[config.mk]
export PLATFORM = sky130hd
export DESIGN_NAME = neuron_mac
export DESIGN_NICKNAME = d
export VERILOG_FILES = /design/src/rtl/neuron_mac.sv
export SDC_FILE = /design/constraint.sdc
export NUM_CORES = 1
export LEC_CHECK = 0
export ABC_AREA = 0
export CORE_MARGIN = 4
export CORE_UTILIZATION = 50
export DETAILED_ROUTE_END_ITERATION = 7
export HOLD_SLACK_MARGIN = 0.1
export PLACE_DENSITY = 0.69
export REMOVE_ABC_BUFFERS = 1
export SYNTH_ARGS = -nofsm -noshare
export SYNTH_HDL_FRONTEND = slang
export SYNTH_SLANG_ARGS = --single-unit
[constraint.sdc]
create_clock -name clk -period 8.7 [get_ports clk]
set_input_delay 1.74 -clock clk [delete_from_list [all_inputs] [get_ports clk]]
set_output_delay 1.74 -clock clk [all_outputs]
set_load 0.05 [all_outputs]
[src/rtl/neuron_mac.sv]
// neuron_mac: per-neuron multiply-accumulate with weight fetch, bias add and saturation
module neuron_mac #(
    parameter int numWeight = 3,
    parameter int addressWidth = 10,
    parameter int dataWidth = 16
) (
    input  logic                      clk,
    input  logic                      rst,
    input  logic [dataWidth-1:0]      myinput,
    input  logic                      myinputValid,
    input  logic [2*dataWidth-1:0]    bias,
    output logic                      ren,
    output logic [addressWidth-1:0]   radd,
    input  logic [dataWidth-1:0]      wout,
    output logic [2*dataWidth-1:0]    out,
    output logic                      outvalid
);
    localparam int W = 2*dataWidth;
    function automatic logic [W-1:0] sat(input logic [W-1:0] a, input logic [W-1:0] b);
        logic [W-1:0] s;
        s = a + b;
        return (a[W-1] == b[W-1] && s[W-1] != a[W-1]) ? {a[W-1], {(W-1){~a[W-1]}}} : s;
    endfunction
    logic [addressWidth-1:0] rcount;
    logic [dataWidth-1:0]    x_d;
    logic signed [W-1:0]     prod;
    logic [W-1:0]            mul, sum;
    logic                    v1, v2, last1, last2, last3, at_end;
    assign ren = myinputValid;
    assign radd = rcount;
    assign at_end = rcount == addressWidth'(numWeight-1);
    assign prod = $signed(x_d) * $signed(wout);
    always_ff @(posedge clk) begin
        if (rst) begin
            rcount <= '0;
            x_d <= '0;
            v1 <= 1'b0;
            v2 <= 1'b0;
            last1 <= 1'b0;
            last2 <= 1'b0;
            last3 <= 1'b0;
            mul <= '0;
            sum <= '0;
            out <= '0;
            outvalid <= 1'b0;
        end else begin
            if (myinputValid) rcount <= at_end ? '0 : rcount + 1'b1;
            x_d <= myinput;
            v1 <= myinputValid;
            last1 <= myinputValid && at_end;
            mul <= prod;
            v2 <= v1;
            last2 <= last1;
            last3 <= last2 & v2;
            // a product landing on the final-sum edge opens the next vector
            sum <= last3 ? (v2 ? mul : '0) : (v2 ? sat(sum, mul) : sum);
            outvalid <= last3;
            if (last3) out <= sat(sum, bias);
        end
    end
endmodule

==> results of run 1 <==
==> sequential cells by signal (all words and copies together), names as in the netlist <==
register	flops
mul	32
out	32
sum	32
x_d	16
radd	10
last1	1
last2	1
last3	1
outvalid	1
v1	1
v2	1
==> cells by family (layout without fill, tap and decap cells) <==
logic type | after synthesis | in the layout | synth area share (%)
AOI/OAI and AO/OA | 363 | 363 | 13.73
and+or+nand+nor | 653 | 653 | 17.85
xor gates and xnor gates | 88 | 88 | 4.411
adders and majority gates | 410 | 410 | 40.70
DFF | 128 | 128 | 14.66
buffers and inverters | 397 | 464 | 8.642
==> cell type report <==
class / count / share of cell area [%]
repair buffers: 123 / 6.138
clock buffers: 18 / 2.202
well taps: 455 / 2.922
clock inverters: 14 / 0.8026
multi-input cells: 1514 / 68.82
inverters: 309 / 5.952
flip-flops and latches: 128 / 13.16
==> cells in the mapped netlist (3+ instances only) <==
master	count
nor2b_1	35
or3_1	4
a31oi_1	13
o21bai_1	14
a2111oi_0	9
o21ai_1	3
a221oi_1	3
a211oi_1	43
buf_2	10
or2_2	4
nand2b_1	13
and4_1	3
o21ai_0	47
nor2_1	178
ha_1	146
and3_1	12
o211ai_1	9
a21boi_0	3
a21o_1	30
nand3_1	28
nor4_1	3
o31ai_1	3
nand4_1	10
clkbuf_1	75
and2_1	124
o21a_1	20
fa_1	264
o31a_1	3
o311ai_0	3
nor3_1	40
xnor2_1	61
inv_1	309
dfxtp_1	128
a21oi_1	124
xor2_1	27
o221ai_1	3
nand2_1	189
o22ai_1	3
a311oi_1	4
==> layer usage <==
layer	GRT usage [%]	up-vias	share of wire, %
met5	0	-	0
met4	5.715	0	1.5
met3	3.137	45	5.0
met2	36.49	360	45
met1	31.83	6554	48
li1	-	6679	-
==> final timing paths <==
kind / slack (ns) / from / end / cells after the start
worst min register to register: 0.44 / last1 / last2 / 1
worst max-delay path: 0.67 / wout[3] / mul[30] / 20
worst min-delay path: 0.44 / last1 / last2 / 1
worst max register to register: 2.01 / x_d[15] / mul[30] / 20
==> power breakdown <==
part / total [mW] / internal, mW / switching [mW] / leakage, nW
Combinational: 3.63 / 1.61 / 2.02 / 7.84
Sequential: 0.769 / 0.683 / 0.0851 / 1.05
Clock: 0.728 / 0.425 / 0.303 / 0.274
Total: 5.13 / 2.72 / 2.41 / 9.16
==> out/results.tsv, run 1 <==
stage	metric	value	unit
routing	remaining antenna violation count	0	
yosys	#FFs+latches synth	128	
routing	vias per inst	5.325	
final_layout	cell area after layout	0.01949	mm2
power_and_ir_drop	peak supply drop	0.2278	mV
critical_path	Worst setup SP type	input port	
yosys	async set-reset flop share out of synthesis	0	%
final_layout	area growth from synthesis to layout	11.51	%
grt	first-pass GRT wire length	70300	um
cts	TritonCTS buffer count	17	
final_layout	commonest non-fill, non-tap cell in the layout	inv_1	
timing	Hold Slack	0.4442	ns
timing	final period utilization	92.34	%
cts	Reg clk slew, reported paths	0.07	ns
yosys	Unique masters post-synth	70	
critical_path	Cell Chain, Critical Path	clkdlybuf4s50_1, and2_1, fa_1, fa_1, fa_1, fa_1, fa_1, inv_1, fa_1, inv_1, ha_1, a21o_1, a21o_1, a21oi_1, nor2b_1, o21a_1, a311oi_1, o21ai_0, xnor2_1, nor2_1	
place	placed instance count	2529	
routing	vias post-DR	13638	
critical_path	slowest stage delay, CP	0.90	ns
place	Placed Area	0.01890	mm2
timing	Slew @ Worst Pin	1.277	ns
timing	Slew Limit Fails	0	
yosys	Synth Flop Type	dfxtp_1	
cts	Setup Fix Bufs, Post-CTS	0	
timing	post-route clock skew	0.01380	ns
yosys	post-synthesis sequential area ratio	14.66	%
run	Max Cap Viol	0	
grt	largest net degree at the start of global routing	75	
grt	GRT Total Usage	22.43	%
power_and_ir_drop	Leak	9.159	nW
yosys	YS warnings	0	
critical_path	crit path capture type	register	
routing	DR iter-0 viols	813	
grt	initial antenna violation count	0	
routing	drt first pass iters	5	
yosys	Gate Count Post-Synth	2039	
power_and_ir_drop	Power Density	263.1	mW/mm2
final_layout	area of the multi-input gates	0.01341	mm2
timing	RSZ-0062 raised after global routing	false	
critical_path	CP Data Arrival Time	8.32	ns
yosys	Post-Syn Area	0.01747	mm2
final_layout	fin util	56.41	%
routing	detailed-route DRC error count	0	
cts	root buffer selected by CTS	clkbuf_16	
cts	Bufs on Longest Clock Path	2	
final_layout	fin cells	2561	
routing	final wirelength	41970	um
critical_path	Buf+Inv Stages, Crit Path	3	
timing	FMAX	0.1245	GHz
final_layout	fin nets	2570	
critical_path	cell type of the slowest stage on the worst timing path	fa_1	
cts	clock latency on the worst-skew pair	0.44	ns
yosys	synth top area cells	fa_1 30%, dfxtp_1 15%, ha_1 10%	
critical_path	critical path peak fanout	16	
timing	min Tclk post-route	8.033	ns
timing	final setup margin	0.6665	ns
floorplanning	Die Ht	194.9	um
grt	vias in the first global route	13957	
final_layout	diode count	0	
critical_path	Most Frequent Cell on Critical Path	fa_1	
status	status	finished, final reports clean	
cts	CTS tree	built	
cts	clock sink count	128	
cts	Hold Buf Count CTS	0	
final_layout	most frequent cells in the layout	309 x inv_1, 264 x fa_1, 189 x nand2_1, 178 x nor2_1, 146 x ha_1	
critical_path	Largest delay share family, worst path	adder cells	
routing	Avg WL per Cell	16.39	um
cts	CTS H-Tree Depth	4	
power_and_ir_drop	Total Power	5.127	mW
critical_path	WS Path Type	input port to register	
floorplanning	CORE AREA	0.03454	mm2
final_layout	Reg area	0.002565	mm2
cts	Gates resized, CTS repair	0	
timing	setup TNS	0	ns
place	port bufs	110	
timing	relative slew slack	14.85	%
yosys	post-synth top area share	30.24	%
place	HPWL after detailed placement	33320	um
critical_path	Critical Path RT	8.99	ns
place	Final GP Congestion	0.9038	
floorplanning	DIE WIDTH	194.9	um
final_layout	layout cell share with drive strength beyond 1	3.086	%
place	dpl ws	0.2498	ns
final_layout	Fillers	3175	
floorplanning	I/O pin count	111	
grt	GRT overflow	0	
floorplanning	Initial Utilization	50.59	%
floorplanning	die area	0.03800	mm2
timing	Hold Fails Final Rpt	0	
floorplanning	FP Rows	68	
min_path	min-delay worst type	register to register	
yosys	post-synth top area cell	fa_1	
yosys	syn avg cell area	8.570	um2
yosys	Post-synth EDFFs	0	
timing	Setup-failing EPs final	0	
Note: power is estimated with default switching activity, not from simulation.
==> run 2: changes to the inputs <==
--- a/config.mk
+++ b/config.mk
@@ -5,11 +5,10 @@
 export SDC_FILE = /design/constraint.sdc
 export NUM_CORES = 1
 export LEC_CHECK = 0
-export ABC_AREA = 0
 export CORE_MARGIN = 4
 export CORE_UTILIZATION = 50
 export DETAILED_ROUTE_END_ITERATION = 7
-export HOLD_SLACK_MARGIN = 0.1
+export HOLD_SLACK_MARGIN = 0.05
 export PLACE_DENSITY = 0.69
 export REMOVE_ABC_BUFFERS = 1
 export SYNTH_ARGS = -nofsm -noshare
==> results of run 2 <==
Final layout, timing and power as in run 1 (identical DEF).
